### src/rtl/uart_pkg.sv
// uart_pkg: types and constants shared by the UART blocks.
// The receiver uses the same divisor convention.
package uart_pkg;

    typedef enum logic {
        IDLE,
        XMIT
    } tx_state_t;

    localparam int FRAME_BITS       = 10;
    localparam int DEFAULT_BAUD_DIV = 2604;

endpackage

### src/rtl/uart_tx_buf_if.sv
// uart_tx_buf_if: host-side push/status bundle of the UART transmitter.
// The master is the host, the slave is the transmitter.
interface uart_tx_buf_if;
    import uart_pkg::*;

    logic       trmt;
    logic [7:0] tx_data;
    logic       clr_ovfl;
    logic       busy;
    logic       full;
    logic       tx_done;
    logic       ovfl;

    modport master (
        output trmt,
        output tx_data,
        output clr_ovfl,
        input  busy,
        input  full,
        input  tx_done,
        input  ovfl
    );

    modport slave (
        input  trmt,
        input  tx_data,
        input  clr_ovfl,
        output busy,
        output full,
        output tx_done,
        output ovfl
    );

endinterface

### src/rtl/uart_tx_buf_byte_fifo.sv
// byte_fifo: small power-of-2 byte queue with registered count.
// A pop on the same edge never makes room for a push.
module byte_fifo #(
    parameter int DEPTH = 4
) (
    input  logic       clk,
    input  logic       rst_n,
    input  logic       i_push,
    input  logic [7:0] i_data,
    input  logic       i_pop,
    output logic [7:0] o_data,
    output logic       o_full,
    output logic       o_empty
);
    localparam int AW = $clog2(DEPTH);

    logic [7:0]    r_mem [DEPTH];
    logic [AW-1:0] r_wr;
    logic [AW-1:0] r_rd;
    logic [AW:0]   r_count;
    logic          w_wr;
    logic          w_rd;

    assign o_full  = (r_count == (AW+1)'(DEPTH));
    assign o_empty = (r_count == '0);
    assign w_wr    = i_push & ~o_full;
    assign w_rd    = i_pop & ~o_empty;
    assign o_data  = r_mem[r_rd];

    always_ff @(posedge clk) begin
        if (w_wr) begin
            r_mem[r_wr] <= i_data;
        end
    end

    // pointers wrap naturally because DEPTH is a power of 2
    always_ff @(posedge clk or negedge rst_n) begin
        if (!rst_n) begin
            r_wr    <= '0;
            r_rd    <= '0;
            r_count <= '0;
        end else begin
            if (w_wr) begin
                r_wr <= r_wr + 1'b1;
            end
            if (w_rd) begin
                r_rd <= r_rd + 1'b1;
            end
            unique case ({w_wr, w_rd})
                2'b10:   r_count <= r_count + 1'b1;
                2'b01:   r_count <= r_count - 1'b1;
                default: r_count <= r_count;
            endcase
        end
    end

endmodule

### src/rtl/uart_tx_buf.sv
// uart_tx_buf: 8N1 transmitter fed by a byte FIFO.
// Queued bytes leave back-to-back with no idle gap.
module uart_tx_buf
    import uart_pkg::*;
#(
    parameter int BAUD_DIV = DEFAULT_BAUD_DIV,
    parameter int DEPTH    = 4
) (
    input  logic         clk,
    input  logic         rst_n,
    uart_tx_buf_if.slave bus,
    output logic         TX
);
    localparam logic [11:0] BAUD_RELOAD = 12'(BAUD_DIV - 1);
    localparam logic [3:0]  LAST_BIT    = 4'(FRAME_BITS - 1);

    tx_state_t   r_state;
    logic [9:0]  r_shift;
    logic [11:0] r_baud;
    logic [3:0]  r_bit;
    logic        r_done;
    logic        r_ovfl;
    logic        w_push;
    logic        w_pop;
    logic        w_full;
    logic        w_empty;
    logic        w_bit_end;
    logic        w_frame_end;
    logic [7:0]  w_head;

    assign w_push      = bus.trmt & ~w_full;
    assign w_bit_end   = (r_state == XMIT) && (r_baud == '0);
    assign w_frame_end = w_bit_end && (r_bit == LAST_BIT);
    assign w_pop       = ~w_empty
                       & ((r_state == IDLE) | w_frame_end);

    byte_fifo #(
        .DEPTH (DEPTH)
    ) u_fifo (
        .clk     (clk),
        .rst_n   (rst_n),
        .i_push  (bus.trmt),
        .i_data  (bus.tx_data),
        .i_pop   (w_pop),
        .o_data  (w_head),
        .o_full  (w_full),
        .o_empty (w_empty)
    );

    // shifter idles all-ones, so its LSB is the line
    assign TX          = r_shift[0];
    assign bus.busy    = (r_state == XMIT) | ~w_empty;
    assign bus.full    = w_full;
    assign bus.tx_done = r_done;
    assign bus.ovfl    = r_ovfl;

    always_ff @(posedge clk or negedge rst_n) begin
        if (!rst_n) begin
            r_state <= IDLE;
            r_shift <= '1;
            r_baud  <= '0;
            r_bit   <= '0;
            r_done  <= 1'b0;
            r_ovfl  <= 1'b0;
        end else begin
            if (w_pop) begin
                r_state <= XMIT;
                r_shift <= {1'b1, w_head, 1'b0};
                r_bit   <= '0;
                r_baud  <= BAUD_RELOAD;
            end else if (w_frame_end) begin
                r_state <= IDLE;
                r_shift <= '1;
                r_bit   <= '0;
                r_baud  <= BAUD_RELOAD;
            end else if (w_bit_end) begin
                r_shift <= {1'b1, r_shift[9:1]};
                r_bit   <= r_bit + 1'b1;
                r_baud  <= BAUD_RELOAD;
            end else if (r_state == XMIT) begin
                r_baud  <= r_baud - 1'b1;
            end

            // a push landing on the final stop edge keeps done low
            if (w_push) begin
                r_done <= 1'b0;
            end else if (w_frame_end && w_empty) begin
                r_done <= 1'b1;
            end

            if (bus.trmt && w_full) begin
                r_ovfl <= 1'b1;
            end else if (bus.clr_ovfl) begin
                r_ovfl <= 1'b0;
            end
        end
    end

endmodule

### src/flat_wrapper.sv
// flat-port wrapper written by rule: the top's interface ports become plain ports
module uart_tx_buf_flat import uart_pkg::*;
#(
    parameter int BAUD_DIV = DEFAULT_BAUD_DIV,
    parameter int DEPTH    = 4
)
  (clk, rst_n, TX, bus_trmt, bus_tx_data, bus_clr_ovfl, bus_busy, bus_full, bus_tx_done, bus_ovfl);
  uart_tx_buf_if bus_i ();
  input  logic clk;
  input  logic rst_n;
  output logic TX;
  input wire logic [$bits(bus_i.trmt)-1:0] bus_trmt;
  input wire logic [$bits(bus_i.tx_data)-1:0] bus_tx_data;
  input wire logic [$bits(bus_i.clr_ovfl)-1:0] bus_clr_ovfl;
  output wire logic [$bits(bus_i.busy)-1:0] bus_busy;
  output wire logic [$bits(bus_i.full)-1:0] bus_full;
  output wire logic [$bits(bus_i.tx_done)-1:0] bus_tx_done;
  output wire logic [$bits(bus_i.ovfl)-1:0] bus_ovfl;
  assign bus_i.trmt = bus_trmt;
  assign bus_i.tx_data = bus_tx_data;
  assign bus_i.clr_ovfl = bus_clr_ovfl;
  assign bus_busy = bus_i.busy;
  assign bus_full = bus_i.full;
  assign bus_tx_done = bus_i.tx_done;
  assign bus_ovfl = bus_i.ovfl;
  uart_tx_buf #(.BAUD_DIV(BAUD_DIV), .DEPTH(DEPTH)) u_core (.clk(clk), .rst_n(rst_n), .bus(bus_i), .TX(TX));
endmodule
### config.mk
export PLATFORM = sky130hd
export DESIGN_NAME = uart_tx_buf_flat
export DESIGN_NICKNAME = d
export VERILOG_FILES = /design/src/rtl/uart_pkg.sv /design/src/rtl/uart_tx_buf_if.sv /design/src/rtl/uart_tx_buf_byte_fifo.sv /design/src/rtl/uart_tx_buf.sv /design/src/flat_wrapper.sv
export SDC_FILE = /design/constraint.sdc
export NUM_CORES = 1
export LEC_CHECK = 0
export CORE_MARGIN = 5
export CORE_UTILIZATION = 40
export DETAILED_ROUTE_END_ITERATION = 6
export DONT_BUFFER_PORTS = 1
export SYNTH_ARGS = -nofsm -noshare
export SYNTH_HDL_FRONTEND = slang
export SYNTH_SLANG_ARGS = --single-unit
### constraint.sdc
create_clock -name clk -period 3.5 [get_ports clk]
set_clock_uncertainty 0.2 [all_clocks]
set_input_delay 0.35 -clock clk [delete_from_list [all_inputs] [get_ports clk]]
set_output_delay 0.35 -clock clk [all_outputs]
set_load 0.01 [all_outputs]
* After elaboration in Yosys (flattened, before gate mapping)
Memory sizes are Yosys's and may differ from the RTL's. Cells that the tools add are included.
Word-level totals: input bits 12, bits in writable memories 32, bits in registers 36, output and inout bits 5, memories 1, word-level logic and storage cells 59
Cells by class: muxes and demuxes 19, equality and inequality tests 4, $add $sub $neg 6, reductions and logical operators 12, bitwise gates (word level) 8
Memory list:
- u_core.u_fifo.r_mem | depth 4, bits a word 8, rd ports 1, clocked after memory_dff 0, wr ports 1, RTL line uart_tx_buf_byte_fifo.sv:17 | logic [7:0] r_mem [DEPTH];
Operators with widths (count):
- 12-bit 2-to-1 mux | 4
- 10-bit 2-to-1 mux | 3
- 12-bit zero test | 1
- 4-bit 2-to-1 mux | 3
- 12-bit by 1-bit subtractor with 12-bit output, second input constant | 1
- 1-bit 2-to-1 mux | 8
- 2-bit nonzero test | 4
- 3-bit case mux with 2 select lines | 1
- 2-bit by 1-bit adder with 2-bit output, second input constant | 2
- 4-bit by 1-bit adder with 4-bit output, second input constant | 1
- 4-bit equality test, second input constant | 1
- 1-bit logical AND | 4
- 4-bit nonzero test | 1
- 3-bit by 1-bit adder with 3-bit output, second input constant | 1
- 1-bit bitwise AND | 3
- 3-bit equality test, second input constant | 1
- 3-bit zero test | 1
- 1-bit inverter | 3
- 3-bit nonzero test | 1
- 3-bit by 1-bit subtractor with 3-bit output, second input constant | 1
- 2-bit by 1-bit equality test with 1-bit output, second input constant | 1
- 2-bit equality test, second input constant | 1
- 1-bit OR | 2

* Logic depth before layout (Yosys ltp)
Gate-level depths: netlist (run 1).
depth after elaboration 8, gate-level depth with buffers 11, mapped depth without buffers 11

* By module
From an unflattened synthesis (run 1), not the netlist that was laid out.
Second synthesis, totals: cell total of the unflattened synthesis 242, area total of the unflattened synthesis 3110.5 um^2
By module, submodules not included:
- byte_fifo | cells an instance 80, sequential area each 1136.1 um^2, instances 1, area an instance 1584.0 um^2
- uart_tx_buf | cells an instance 162, sequential area each 711.9 um^2, instances 1, area an instance 1526.5 um^2

* Least setup slack after synthesis (run 1)
OpenSTA, ideal clock, no wires.
path kind register to register, start point register u_core.r_baud[0], end point register u_core.u_fifo.r_count[2], cell stages (with the launch flop) 12, arrival 2424 ps, setup time 79 ps, slack 797 ps, buffers on the path 0, data required time 3221 ps, period minus slack after synthesis 2703 ps, path through dfrtp_1 > inv_1 > ha_1 > nor3b_2 > a41oi_2 > nor2_1 > ha_1 > inv_1 > fa_1 > xor2_1 > nor2_1 > xor2_1
Between the ends: word-level cells in the longest chain between the ends 8
Ends and longest elaborated chain:
- start, declared | RTL line uart_tx_buf.sv:19 | logic [11:0] r_baud;
- start signal, assigned | RTL line uart_tx_buf.sv:81 | r_baud <= r_baud - 1'b1;
- 12-bit zero test (*) | RTL line uart_tx_buf.sv:32 | assign w_bit_end = (r_state == XMIT) && (r_baud == '0);
- 1-bit logical AND (*) | RTL line uart_tx_buf.sv:32
- 1-bit logical AND (*) | RTL line uart_tx_buf.sv:33 | assign w_frame_end = w_bit_end && (r_bit == LAST_BIT);
- 1-bit OR (*) | RTL line uart_tx_buf.sv:35 | & ((r_state == IDLE) | w_frame_end);
- 1-bit bitwise AND (*) | RTL line uart_tx_buf.sv:35
- via u_core.u_fifo.i_pop | RTL line uart_tx_buf_byte_fifo.sv:10 | input logic i_pop,
- 1-bit bitwise AND (*) | RTL line uart_tx_buf_byte_fifo.sv:27 | assign w_rd = i_pop & ~o_empty;
- 2-bit by 1-bit equality test with 1-bit output or 2-bit equality test (tied branches) | RTL line uart_tx_buf_byte_fifo.sv:49 | unique case ({w_wr, w_rd})
- 3-bit case mux with 2 select lines or 2-bit nonzero test (tied branches)
- end signal, assigned | RTL line uart_tx_buf_byte_fifo.sv:50 | 2'b10: r_count <= r_count + 1'b1;
- end signal, assigned | RTL line uart_tx_buf_byte_fifo.sv:51 | 2'b01: r_count <= r_count - 1'b1;
- end signal, assigned | RTL line uart_tx_buf_byte_fifo.sv:52 | default: r_count <= r_count;
- end, declared | RTL line uart_tx_buf_byte_fifo.sv:20 | logic [AW:0] r_count;
Mark *: on every way through the listed nets, which the timed path passes. The rest lies on a longest branch. A chain may end at the register's enable or synchronous reset.

* Final worst setup path (run 1)
Same ends and word-level chain as after synthesis.

==> run_summary.xml, run 1 <==
<?xml version="1.0" encoding="UTF-8"?>
<metrics>
  <group name="placed_design">
    <metric name="post-dp-hpwl" unit="um">3812</metric>
    <metric name="buffer_ports.inserted" unit="">0</metric>
    <metric name="finalWeightedCongestion" unit="">0.7584</metric>
  </group>
  <group name="yosys">
    <metric name="post_synth_num_cell_types" unit="">53</metric>
    <metric name="synthCells" unit="">241</metric>
    <metric name="synth-edff-count" unit="">32</metric>
    <metric name="post_synth_instance_area" unit="um2">3171</metric>
    <metric name="synth_most_common_cell" unit="">edfxtp_1</metric>
    <metric name="synth_top_cell_area_share" unit="%">30.31</metric>
    <metric name="synth_area_per_cell" unit="um2">13.16</metric>
    <metric name="async_flop_share" unit="%">52.24</metric>
    <metric name="seq_area_frac_synth" unit="%">58.29</metric>
    <metric name="yosys_warnings" unit="">0</metric>
    <metric name="synth_top_cells_by_area" unit="">edfxtp_1, dfrtp_1, dfstp_2</metric>
    <metric name="yosys_most_used_dff" unit="">edfxtp_1</metric>
    <metric name="synth_common_cells" unit="">edfxtp_1, dfrtp_1, nor3_1</metric>
    <metric name="syn_nets" unit="">262</metric>
    <metric name="postSynthRegisterBits" unit="">67</metric>
    <metric name="yosys.area.top_type" unit="">edfxtp_1</metric>
  </group>
  <group name="detailed_routing">
    <metric name="detailedRoute.firstPassIterationCount" unit="">4</metric>
    <metric name="drc" unit="">0</metric>
    <metric name="wl_per_cell" unit="um">15.79</metric>
    <metric name="drtIter0Drc" unit="">60</metric>
    <metric name="route.final.wire_length" unit="um">5701</metric>
    <metric name="via_count" unit="">1894</metric>
    <metric name="drt-vias-per-instance" unit="">5.247</metric>
    <metric name="postRouteAntennaNets" unit="">0</metric>
  </group>
  <group name="critical_path">
    <metric name="worst-endpoint-arrival" unit="ps">3090</metric>
    <metric name="worst-setup-path-type" unit="">reg -&gt; reg</metric>
    <metric name="timing.critical_path.cells" unit="">inv_1 -&gt; ha_1 -&gt; nor3b_2 -&gt; a41oi_2 -&gt; nor2_1 -&gt; ha_1 -&gt; inv_1 -&gt; fa_1 -&gt; xor2_1 -&gt; nor2_1 -&gt; xor2_1</metric>
    <metric name="end_kind" unit="">register</metric>
    <metric name="cp.required" unit="ps">3580</metric>
    <metric name="critPathMaxFanout" unit="">10</metric>
    <metric name="cell_at_the_slowest_stage_of_the_critical_path" unit="">dfrtp_1</metric>
    <metric name="timing.reg2reg.setup_slack" unit="ps">490</metric>
    <metric name="timing.critical_path.slowest_cell_delay" unit="ps">390</metric>
    <metric name="setup.worst_path.start_class" unit="">register</metric>
  </group>
  <group name="clock_tree">
    <metric name="cts_made_buffers" unit="">9</metric>
    <metric name="number_of_h_tree_levels" unit="">3</metric>
    <metric name="clock_tree.buffer_depth" unit="">2</metric>
    <metric name="cts_num_sinks" unit="">67</metric>
    <metric name="tritoncts_clock_tree" unit="">yes</metric>
    <metric name="postCtsResizedCells" unit="">0</metric>
    <metric name="clkSlewWorstSetupHoldPaths" unit="ps">80</metric>
    <metric name="cts-root-buf" unit="">clkbuf_8</metric>
    <metric name="clk-insertion-delay-late" unit="ps">350</metric>
  </group>
  <group name="cells_and_area">
    <metric name="postLayoutCoreUtil" unit="%">46.07</metric>
    <metric name="synthToLayoutAreaGrowth" unit="%">12.27</metric>
    <metric name="insertedDiodeCount" unit="">0</metric>
    <metric name="layout.nets" unit="">275</metric>
    <metric name="drive_gt1_share" unit="%">20.85</metric>
  </group>
  <group name="floorplanning">
    <metric name="initial_core_util" unit="%">41.03</metric>
    <metric name="ioPinCount" unit="">17</metric>
    <metric name="die-height" unit="um">99.03</metric>
    <metric name="die_x" unit="um">99.03</metric>
    <metric name="fp.dieArea" unit="um2">9807</metric>
    <metric name="num_rows" unit="">32</metric>
    <metric name="core" unit="um2">7727</metric>
  </group>
  <group name="timing">
    <metric name="hold_viol" unit="">0</metric>
    <metric name="maximum_achievable_frequency" unit="GHz">0.3317</metric>
    <metric name="final.period_utilization" unit="%">86.14</metric>
    <metric name="setup-tns-final" unit="ps">0</metric>
    <metric name="final.min_clock_period" unit="ps">3015</metric>
    <metric name="worst-slew-pin-transition" unit="ps">609.2</metric>
    <metric name="maxSlewHeadroom" unit="%">59.08</metric>
    <metric name="unrepaired_setup_endpoints_after_global_routing" unit="">false</metric>
    <metric name="finalSetupViolCount" unit="">0</metric>
    <metric name="timing.final.max_slew_violations" unit="">0</metric>
    <metric name="holdWs" unit="ps">163.4</metric>
  </group>
  <group name="pwr">
    <metric name="power.static_leakage" unit="nW">1.321</metric>
    <metric name="powerDensity" unit="nW/um2">651.9</metric>
    <metric name="ir_worst_vdd" unit="mV">0.3323</metric>
    <metric name="post_layout_total_power" unit="mW">2.321</metric>
  </group>
  <group name="job">
    <metric name="maxCapViolCount" unit="">0</metric>
  </group>
  <group name="grt">
    <metric name="grt_max_degree" unit="">36</metric>
    <metric name="grt_pass1_wl" unit="um">9784</metric>
    <metric name="total_global_route_track_usage" unit="%">12.93</metric>
    <metric name="overflow" unit="">0</metric>
    <metric name="grt_pass1_vias" unit="">1955</metric>
    <metric name="initial_antenna_violation_count" unit="">0</metric>
  </group>
  <group name="hold_path">
    <metric name="hold_crit_class" unit="">in -&gt; reg</metric>
  </group>
  <group name="status">
    <metric name="run_status" unit="">finished, final reports clean</metric>
  </group>
</metrics>
[where the power goes]
group          internal (mW)  switching [mW]  total, mW
Clock                  0.261           0.315      0.577
Combinational          0.250           0.273      0.523
Sequential              1.04           0.180       1.22
[sequential cells by signal, summed over array words and instances (netlist names)]
register               cells
u_core.bus.ovfl            1
u_core.bus.tx_done         1
u_core.r_baud             12
u_core.r_bit               4
u_core.r_shift             9
u_core.r_state             1
u_core.u_fifo.r_count      3
u_core.u_fifo.r_mem       32
u_core.u_fifo.r_rd         2
u_core.u_fifo.r_wr         2
[stage by stage]
stage | instances | setup WS, ps | instance area [um2]
4_1_cts | 361 | 459.0 | 3560
3_3_place_gp | 333 | 568.1 | 3253
3_5_place_dp | 333 | 470.4 | 3253
5_1_grt | 361 | 232.9 | 3560
2_1_floorplan | 241 | 797.1 | 3171
6_report | 361 | 485.2 | 3560
[placed cells by master (no fill, tap or decap), types with 4 or more instances in the layout]
cell type / n
clkbuf_8: 9
dlygate4sd3_1: 11
dfrtp_1: 26
ha_1: 8
nor2_1: 16
nand3_1: 10
o31ai_2: 7
edfxtp_1: 32
and2_1: 5
inv_1: 12
xor2_1: 4
nor3_1: 23
mux4_2: 8
nand2_1: 8
xnor2_1: 6
dfstp_2: 9
o31ai_1: 4
[kinds of logic after synthesis]
| group | share of synthesized area (%) |
|---|---|
| simple gates | 16.30 |
| compound gates | 8.445 |
| buf+inv | 3.749 |
| mux | 6.669 |
| xor+xnor | 2.762 |
| fa+ha+maj | 3.789 |
| flops | 58.29 |
[metal layers]
metal / wire length [um] / GRT usage, % / vias up
li1: - / - / 924
met1: 2547 / 15.80 / 933
met2: 2781 / 20.61 / 29
met3: 294 / 5.520 / 8
met4: 78 / 4.307 / 0
met5: 0 / 0 / -
[layout make-up]
class	count	area [um2]
clock inverters	7	52.55
clock buffers	9	123.9
fillers	688	4168
repair buffers	15	152.6
well taps	102	127.6
multi-input cells	149	1210
inverters	12	45.04
flip-flops and latches	67	1848
[worst max-delay path: cells and delay by family, from the launching register on]
kind	cells	cell delay [ps]
simple gates	3	750
buf+inv	2	160
fa+ha+maj	3	790
compound gates	1	340
flops	1	390
xor+xnor	2	320
[final timing paths]
check	startpoint	endpoint	cells past startpoint
max in group asynchronous	rst_n	u_core.r_shift[4]$_DFFE_PN1P_	2
worst min register to register	u_core.r_shift[7]$_DFFE_PN1P_	u_core.r_shift[7]$_DFFE_PN1P_	2
worst max register to register	u_core.r_baud[0]$_DFFE_PN0P_	u_core.u_fifo.r_count[2]$_DFFE_PN0P_	11
worst min-delay path	bus_trmt	u_core.u_fifo.r_wr[0]$_DFFE_PN0P_	2
min in group asynchronous	rst_n	u_core.r_baud[7]$_DFFE_PN0P_	2
worst max-delay path	u_core.r_baud[0]$_DFFE_PN0P_	u_core.u_fifo.r_count[2]$_DFFE_PN0P_	11
[repair_timing]
item	in CTS	in global routing
endpoints found under the hold margin	68	0
buffers inserted	0	0
hold buffers	12	0
No activity file was read; power rests on OpenSTA's default activity.
==> run 2: changes to the inputs <==
--- a/config.mk
+++ b/config.mk
@@ -9,6 +9,8 @@
 export CORE_UTILIZATION = 40
 export DETAILED_ROUTE_END_ITERATION = 6
 export DONT_BUFFER_PORTS = 1
+export REMOVE_ABC_BUFFERS = 1
+export SETUP_SLACK_MARGIN = 0.5
 export SYNTH_ARGS = -nofsm -noshare
 export SYNTH_HDL_FRONTEND = slang
 export SYNTH_SLANG_ARGS = --single-unit
==> constraint.sdc (replaced) <==
create_clock -name clk -period 3.5 [get_ports clk]
set_clock_uncertainty 0.2 [all_clocks]
set_input_delay 1.05 -clock clk [delete_from_list [all_inputs] [get_ports clk]]
set_output_delay 1.05 -clock clk [all_outputs]
set_load 0.01 [all_outputs]
==> run 2 against run 1 <==
Effect of this change:
- sequential cell count stayed put
- die area stayed put
- non-clock buffer count is 11 lower
- global-route usage is 0.26 points lower
- combinational power is 5.7% lower
- critical path type is now reg -> out
- largest cell class unchanged
- sequential power hardly changed
- clock power is 15% higher
- critical endpoint is now bus_busy
- fmax is 8.8% higher
- worst setup slack better by 240 ps
==> run_summary.xml, run 2 (synthesized netlist as in run 1, its figures left out) <==
<?xml version="1.0" encoding="UTF-8"?>
<metrics>
  <group name="floorplanning">
    <metric name="fp.dieArea" unit="um2">9807</metric>
    <metric name="num_rows" unit="">32</metric>
    <metric name="ioPinCount" unit="">17</metric>
    <metric name="die-height" unit="um">99.03</metric>
    <metric name="core" unit="um2">7727</metric>
    <metric name="die_x" unit="um">99.03</metric>
    <metric name="initial_core_util" unit="%">41.03</metric>
  </group>
  <group name="detailed_routing">
    <metric name="route.final.wire_length" unit="um">5669</metric>
    <metric name="via_count" unit="">1838</metric>
    <metric name="detailedRoute.firstPassIterationCount" unit="">4</metric>
    <metric name="drtIter0Drc" unit="">83</metric>
    <metric name="drt-vias-per-instance" unit="">5.251</metric>
    <metric name="drc" unit="">0</metric>
    <metric name="postRouteAntennaNets" unit="">0</metric>
    <metric name="wl_per_cell" unit="um">16.20</metric>
  </group>
  <group name="timing">
    <metric name="pnr_worst_setup_slack" unit="ps">729.8</metric>
    <metric name="finalSetupViolCount" unit="">0</metric>
    <metric name="holdWs" unit="ps">191.8</metric>
    <metric name="timing.final.max_slew_violations" unit="">0</metric>
    <metric name="final.period_utilization" unit="%">79.15</metric>
    <metric name="final.min_clock_period" unit="ps">2770</metric>
    <metric name="worst-slew-pin-transition" unit="ps">612.7</metric>
    <metric name="hold_viol" unit="">0</metric>
    <metric name="unrepaired_setup_endpoints_after_global_routing" unit="">false</metric>
    <metric name="setup-tns-final" unit="ps">0</metric>
    <metric name="maxSlewHeadroom" unit="%">58.84</metric>
    <metric name="maximum_achievable_frequency" unit="GHz">0.3610</metric>
  </group>
  <group name="pwr">
    <metric name="share_clk_of_total_power" unit="%">27.8</metric>
    <metric name="post_layout_total_power" unit="mW">2.386</metric>
    <metric name="p_switching" unit="mW">0.7682</metric>
    <metric name="powerDensity" unit="nW/um2">683.4</metric>
    <metric name="pwr-share-comb" unit="%">20.7</metric>
    <metric name="power.static_leakage" unit="nW">1.287</metric>
    <metric name="internal_power" unit="mW">1.618</metric>
    <metric name="ir_worst_vdd" unit="mV">0.3079</metric>
    <metric name="seq_power_share" unit="%">51.5</metric>
    <metric name="switching_share_of_total_power" unit="%">32.20</metric>
  </group>
  <group name="clock_tree">
    <metric name="post_cts_hold_buffer_count" unit="">0</metric>
    <metric name="clkSlewWorstSetupHoldPaths" unit="ps">80</metric>
    <metric name="cts_made_buffers" unit="">9</metric>
    <metric name="tritoncts_clock_tree" unit="">yes</metric>
    <metric name="cts-root-buf" unit="">clkbuf_8</metric>
    <metric name="number_of_h_tree_levels" unit="">3</metric>
    <metric name="clk-insertion-delay-late" unit="ps">340</metric>
    <metric name="cts_num_sinks" unit="">67</metric>
    <metric name="clock_tree.buffer_depth" unit="">2</metric>
  </group>
  <group name="placed_design">
    <metric name="post-dp-hpwl" unit="um">3759</metric>
    <metric name="dpl.cell_count" unit="">333</metric>
    <metric name="finalWeightedCongestion" unit="">0.7653</metric>
    <metric name="dpl_worst_slack" unit="ps">444.1</metric>
    <metric name="buffer_ports.inserted" unit="">0</metric>
  </group>
  <group name="job">
    <metric name="maxCapViolCount" unit="">0</metric>
  </group>
  <group name="cells_and_area">
    <metric name="layout_top_registers" unit="">u_core.u_fifo.r_mem x32, u_core.r_baud x12, u_core.r_shift x9</metric>
    <metric name="layout.cells.most_common" unit="">edfxtp_1</metric>
    <metric name="synthToLayoutAreaGrowth" unit="%">10.10</metric>
    <metric name="final_cell_count_no_fill" unit="">350</metric>
    <metric name="drive_gt1_share" unit="%">22.58</metric>
    <metric name="layout.nets" unit="">264</metric>
    <metric name="regMostFlops" unit="">u_core.u_fifo.r_mem</metric>
    <metric name="insertedDiodeCount" unit="">0</metric>
    <metric name="largest_register_ff_count" unit="">32</metric>
    <metric name="layout.cells.most_common_list" unit="">edfxtp_1, dfrtp_1, nor3_1</metric>
  </group>
  <group name="critical_path">
    <metric name="reg2reg_to" unit="">u_core.u_fifo.r_count[2]$_DFFE_PN0P_</metric>
    <metric name="reg2reg_depth" unit="">11</metric>
    <metric name="end_kind" unit="">output pin</metric>
    <metric name="timing.reg2reg.setup_slack" unit="ps">850</metric>
    <metric name="cell_at_the_slowest_stage_of_the_critical_path" unit="">dfrtp_1</metric>
    <metric name="cp.required" unit="ps">2250</metric>
    <metric name="worst-endpoint-arrival" unit="ps">1520</metric>
    <metric name="timing.critical_path.slowest_cell_delay" unit="ps">540</metric>
    <metric name="timing.critical_path.cells" unit="">nor4_2 -&gt; buf_4 -&gt; inv_1</metric>
    <metric name="critPathMaxFanout" unit="">12</metric>
    <metric name="setup.worst_path.start_class" unit="">register</metric>
    <metric name="launch_instance_of_the_worst_register_to_register_path" unit="">u_core.r_baud[0]$_DFFE_PN0P_</metric>
    <metric name="worst-setup-path-type" unit="">reg -&gt; out</metric>
    <metric name="startpoint" unit="">u_core.r_state$_DFFE_PN0P_</metric>
  </group>
  <group name="grt">
    <metric name="groute.layer.met3.usage" unit="%">5.379</metric>
    <metric name="groute.layer.met2.usage" unit="%">20.35</metric>
    <metric name="grt_pass1_wl" unit="um">9777</metric>
    <metric name="overflow" unit="">0</metric>
    <metric name="total_global_route_track_usage" unit="%">12.67</metric>
    <metric name="initial_antenna_violation_count" unit="">0</metric>
    <metric name="grt.met1_usage" unit="%">15.51</metric>
    <metric name="grt_max_degree" unit="">36</metric>
    <metric name="grt_pass1_vias" unit="">1957</metric>
    <metric name="grt_most_used_layer" unit="">met2</metric>
  </group>
  <group name="status">
    <metric name="run_status" unit="">finished, final reports clean</metric>
  </group>
  <group name="hold_path">
    <metric name="hold_crit_class" unit="">in -&gt; async</metric>
  </group>
</metrics>
[run 2: cell count changes in the layout (fill, tap and decap cells not counted), sizes merged]
cell,delta
clkinv,-3
inv,+2
dlygate4sd3,-11
bufinv,+1
[run 2: worst max-delay path: cells and delay by family, from the launching register on]
family | cells | cell delay [ps]
DFF | 1 | 540
and+or+nand+nor | 1 | 290
buffers and inverters | 2 | 340
[run 2: power by group through the flow]
stage | sequential [mW] | clock (mW) | combinational [mW]
floorplan | 1.19 | 0 | 0.406
global placement | 1.23 | 0 | 0.492
detailed placement | 1.24 | 0 | 0.493
CTS | 1.23 | 0.686 | 0.497
global route | 1.27 | 0.724 | 0.564
finish | 1.23 | 0.664 | 0.493
[run 2: layer usage]
layer	share of wire [%]	routed length (um)
met1	45	2544
met2	49	2757
met3	5.6	315
met4	0.92	52
met5	0	0
[run 2: metrics by stage]
| stage | util, % | cell area [um2] |
|---|---|---|
| 5_1_grt | 45.17 | 3491 |
| 4_1_cts | 44.79 | 3461 |
| 2_1_floorplan | - | 3097 |
| 3_3_place_gp | 42.10 | 3253 |
| 6_report | 45.17 | 3491 |
| 3_5_place_dp | 42.10 | 3253 |
[run 2: final cells by class]
class                      count  area, um2
fill                         709       4237
sequential                    67       1848
multi-input combinational    149       1235
tap                          102      127.6
clock buffer                   9      123.9
clock inverter                 7      81.33
inverter                      12      45.04
timing repair buffer           4      30.03
[run 2: worst max-delay path by stage]
stage                                           endpoint  slack, ps  cells past startpoint
CTS                 u_core.u_fifo.r_count[2]$_DFFE_PN0P_        500                     11
global route        u_core.u_fifo.r_count[2]$_DFFE_PN0P_        600                     11
finish                                          bus_busy        730                      3
global placement    u_core.u_fifo.r_count[2]$_DFFE_PN0P_        590                     11
detailed placement  u_core.u_fifo.r_count[2]$_DFFE_PN0P_        440                     11
floorplan                                       bus_busy        510                      2
[run 2: what timing repair did]
| item | CTS | global route |
|---|---|---|
| pin swaps | 0 | 1 |
| endpoints found under the setup margin | 1 | 2 |
| resized for setup | 1 | 3 |
| setup buffers | 0 | 1 |
==> run 3: changes to the inputs <==
==> constraint.sdc (replaced) <==
create_clock -name clk -period 2.7 [get_ports clk]
set_clock_uncertainty 0.2 [all_clocks]
set_input_delay 0.81 -clock clk [delete_from_list [all_inputs] [get_ports clk]]
set_output_delay 0.81 -clock clk [all_outputs]
set_load 0.01 [all_outputs]
==> run 3 against run 2 <==
Effect of this change:
- first-iteration DRC count decreased by 22%
- sequential power grew 29%
- sequential cell count is the same
- non-clock buffer count is 31 higher
==> run_summary.xml, run 3 (synthesized netlist as in run 1, its figures left out) <==
<?xml version="1.0" encoding="UTF-8"?>
<metrics>
  <group name="placed_design">
    <metric name="dpl_worst_slack" unit="ps">154.4</metric>
    <metric name="buffer_ports.inserted" unit="">0</metric>
    <metric name="finalWeightedCongestion" unit="">0.7650</metric>
    <metric name="post-dp-hpwl" unit="um">3880</metric>
  </group>
  <group name="grt">
    <metric name="initial_antenna_violation_count" unit="">0</metric>
    <metric name="overflow" unit="">0</metric>
    <metric name="grt_pass1_wl" unit="um">10300</metric>
    <metric name="total_global_route_track_usage" unit="%">13.43</metric>
    <metric name="grt_max_degree" unit="">27</metric>
    <metric name="grt_pass1_vias" unit="">2003</metric>
  </group>
  <group name="timing">
    <metric name="maxSlewHeadroom" unit="%">61.13</metric>
    <metric name="holdWs" unit="ps">70.55</metric>
    <metric name="unrepaired_setup_endpoints_after_global_routing" unit="">true</metric>
    <metric name="maximum_achievable_frequency" unit="GHz">0.4155</metric>
    <metric name="final.period_utilization" unit="%">89.14</metric>
    <metric name="worst-slew-pin-transition" unit="ps">583.1</metric>
    <metric name="finalSetupViolCount" unit="">0</metric>
    <metric name="timing.final.max_slew_violations" unit="">0</metric>
    <metric name="hold_viol" unit="">0</metric>
    <metric name="final.min_clock_period" unit="ps">2407</metric>
    <metric name="pnr_worst_setup_slack" unit="ps">293.1</metric>
  </group>
  <group name="cells_and_area">
    <metric name="fillers" unit="">674</metric>
    <metric name="synthToLayoutAreaGrowth" unit="%">19.18</metric>
    <metric name="largest_register_ff_count" unit="">32</metric>
    <metric name="layout.nets" unit="">295</metric>
    <metric name="layout.cells.most_common" unit="">edfxtp_1</metric>
    <metric name="drive_gt1_share" unit="%">36.92</metric>
    <metric name="insertedDiodeCount" unit="">0</metric>
    <metric name="layout_top_registers" unit="">u_core.u_fifo.r_mem x32, u_core.r_baud x12, u_core.r_shift x9</metric>
    <metric name="layout.cells.most_common_list" unit="">edfxtp_1, buf_4, nor3_1, dfrtp_1, nor2_1</metric>
    <metric name="regMostFlops" unit="">u_core.u_fifo.r_mem</metric>
  </group>
  <group name="detailed_routing">
    <metric name="drt-met1-wl" unit="um">2725</metric>
    <metric name="drc" unit="">0</metric>
    <metric name="drtIter0Drc" unit="">65</metric>
    <metric name="drt-vias-per-instance" unit="">5.255</metric>
    <metric name="detailedRoute.firstPassIterationCount" unit="">4</metric>
    <metric name="met3WireLength" unit="um">288</metric>
    <metric name="postRouteAntennaNets" unit="">0</metric>
    <metric name="route.final.wire_length" unit="um">6106</metric>
    <metric name="via_count" unit="">2002</metric>
    <metric name="wl_per_cell" unit="um">16.03</metric>
    <metric name="routed-wl-met2" unit="um">3019</metric>
    <metric name="topRoutingLayerUsed" unit="">met4</metric>
  </group>
  <group name="critical_path">
    <metric name="timing.reg2reg.setup_slack" unit="ps">290</metric>
    <metric name="critPathMaxFanout" unit="">2</metric>
    <metric name="reg2reg_to" unit="">u_core.u_fifo.r_count[2]$_DFFE_PN0P_</metric>
    <metric name="worst-endpoint-arrival" unit="ps">2480</metric>
    <metric name="setup.worst_path.start_class" unit="">register</metric>
    <metric name="reg2reg_depth" unit="">11</metric>
    <metric name="launch_instance_of_the_worst_register_to_register_path" unit="">u_core.r_baud[0]$_DFFE_PN0P_</metric>
    <metric name="end_kind" unit="">register</metric>
    <metric name="worst-setup-path-type" unit="">reg -&gt; reg</metric>
    <metric name="cp.required" unit="ps">2770</metric>
  </group>
  <group name="pwr">
    <metric name="ir_worst_vdd" unit="mV">0.5510</metric>
    <metric name="power.static_leakage" unit="nW">1.444</metric>
    <metric name="powerDensity" unit="nW/um2">876.8</metric>
  </group>
  <group name="floorplanning">
    <metric name="initial_core_util" unit="%">41.03</metric>
    <metric name="die-height" unit="um">99.03</metric>
    <metric name="num_rows" unit="">32</metric>
    <metric name="die_x" unit="um">99.03</metric>
    <metric name="core" unit="um2">7727</metric>
    <metric name="fp.dieArea" unit="um2">9807</metric>
    <metric name="ioPinCount" unit="">17</metric>
  </group>
  <group name="clock_tree">
    <metric name="number_of_h_tree_levels" unit="">3</metric>
    <metric name="clk-insertion-delay-late" unit="ps">350</metric>
    <metric name="clock_tree.buffer_depth" unit="">2</metric>
    <metric name="cts_num_sinks" unit="">67</metric>
    <metric name="cts-root-buf" unit="">clkbuf_8</metric>
    <metric name="tritoncts_clock_tree" unit="">yes</metric>
    <metric name="clkSlewWorstSetupHoldPaths" unit="ps">90</metric>
    <metric name="cts_made_buffers" unit="">9</metric>
  </group>
  <group name="status">
    <metric name="run_status" unit="">finished, final reports clean</metric>
  </group>
  <group name="hold_path">
    <metric name="hold_crit_class" unit="">in -&gt; async</metric>
  </group>
  <group name="job">
    <metric name="maxCapViolCount" unit="">0</metric>
  </group>
</metrics>
## run 3: cell count changes in the layout (fill, tap and decap cells not counted), moves of 2 or more
cell and delta:
dfrtp_1 -3, ha_4 +2, inv_2 +5, buf_6 +2
inv_1 -5, dfrtp_2 +3, buf_4 +27, ha_1 -3
## run 3: cell type report
cell class                      instances  area, um2  area share, %
Clock buffer                            9      123.9          3.278
Clock inverter                          7      80.08          2.119
Inverter                               12      45.04          1.192
Multi-Input combinational cell        149       1270          33.61
Sequential cell                        67       1852          49.01
Tap cell                              102      127.6          3.377
Timing Repair Buffer                   35      280.3          7.417
## run 3: routing by layer
| metal | global-route usage (%) | vias to the layer above |
|---|---|---|
| met3 | 4.883 | 8 |
| met5 | 0 | - |
| met2 | 21.44 | 33 |
| met4 | 5.462 | 0 |
| met1 | 16.51 | 1004 |
| li1 | - | 957 |
## run 3: power breakdown
part           internal [mW]  switching, mW  total, mW
clock network          0.441          0.430      0.870
registers               1.35          0.234       1.59
logic                  0.445          0.411      0.856
## run 3: per-stage QoR
stage	area [um2]	power, mW	cells	setup TNS (ps)	util (%)
2_1_floorplan	3097	2.070	228	-50.83	-
3_3_place_gp	3321	2.261	342	0	42.97
3_5_place_dp	3321	2.290	342	0	42.97
4_1_cts	3669	3.263	371	0	47.47
5_1_grt	3779	3.522	381	0	48.90
6_report	3779	3.313	381	0	48.90
## run 3: critical path, cell delays in order, from the launching register on
cell and delay [ps]:
dfrtp_1 400, inv_2 90, ha_4 140, nor3b_4 210, a41oi_2 160, nor2_2 160, ha_2 210, inv_2 40
fa_2 330, xor2_1 140, nor2_1 110, xor2_1 150
## run 3: how the worst max path moves through the flow
stage                     slack (ps)  depth (start not counted)                     startpoint                              endpoint
after global routing             150                         11   u_core.r_baud[0]$_DFFE_PN0P_  u_core.u_fifo.r_count[2]$_DFFE_PN0P_
after global placement           220                         11    u_core.r_bit[1]$_DFFE_PN0P_  u_core.u_fifo.r_count[2]$_DFFE_PN0P_
final                            290                         11   u_core.r_baud[0]$_DFFE_PN0P_  u_core.u_fifo.r_count[2]$_DFFE_PN0P_
after floorplan                  -50                          2     u_core.r_state$_DFFE_PN0P_                              bus_busy
after CTS                        270                          9  u_core.r_baud[10]$_DFFE_PN0P_  u_core.u_fifo.r_count[2]$_DFFE_PN0P_
after detailed placement         150                         11   u_core.r_baud[0]$_DFFE_PN0P_  u_core.u_fifo.r_count[2]$_DFFE_PN0P_
## run 3: timing repair
action | CTS | global route
setup buffers | 12 | 9
hold buffers | 1 | 0
cloned | 0 | 1
endpoints found under the hold margin | 26 | 0
gates resized for setup | 15 | 10
setup endpoints to repair | 16 | 19
pin swaps | 10 | 12
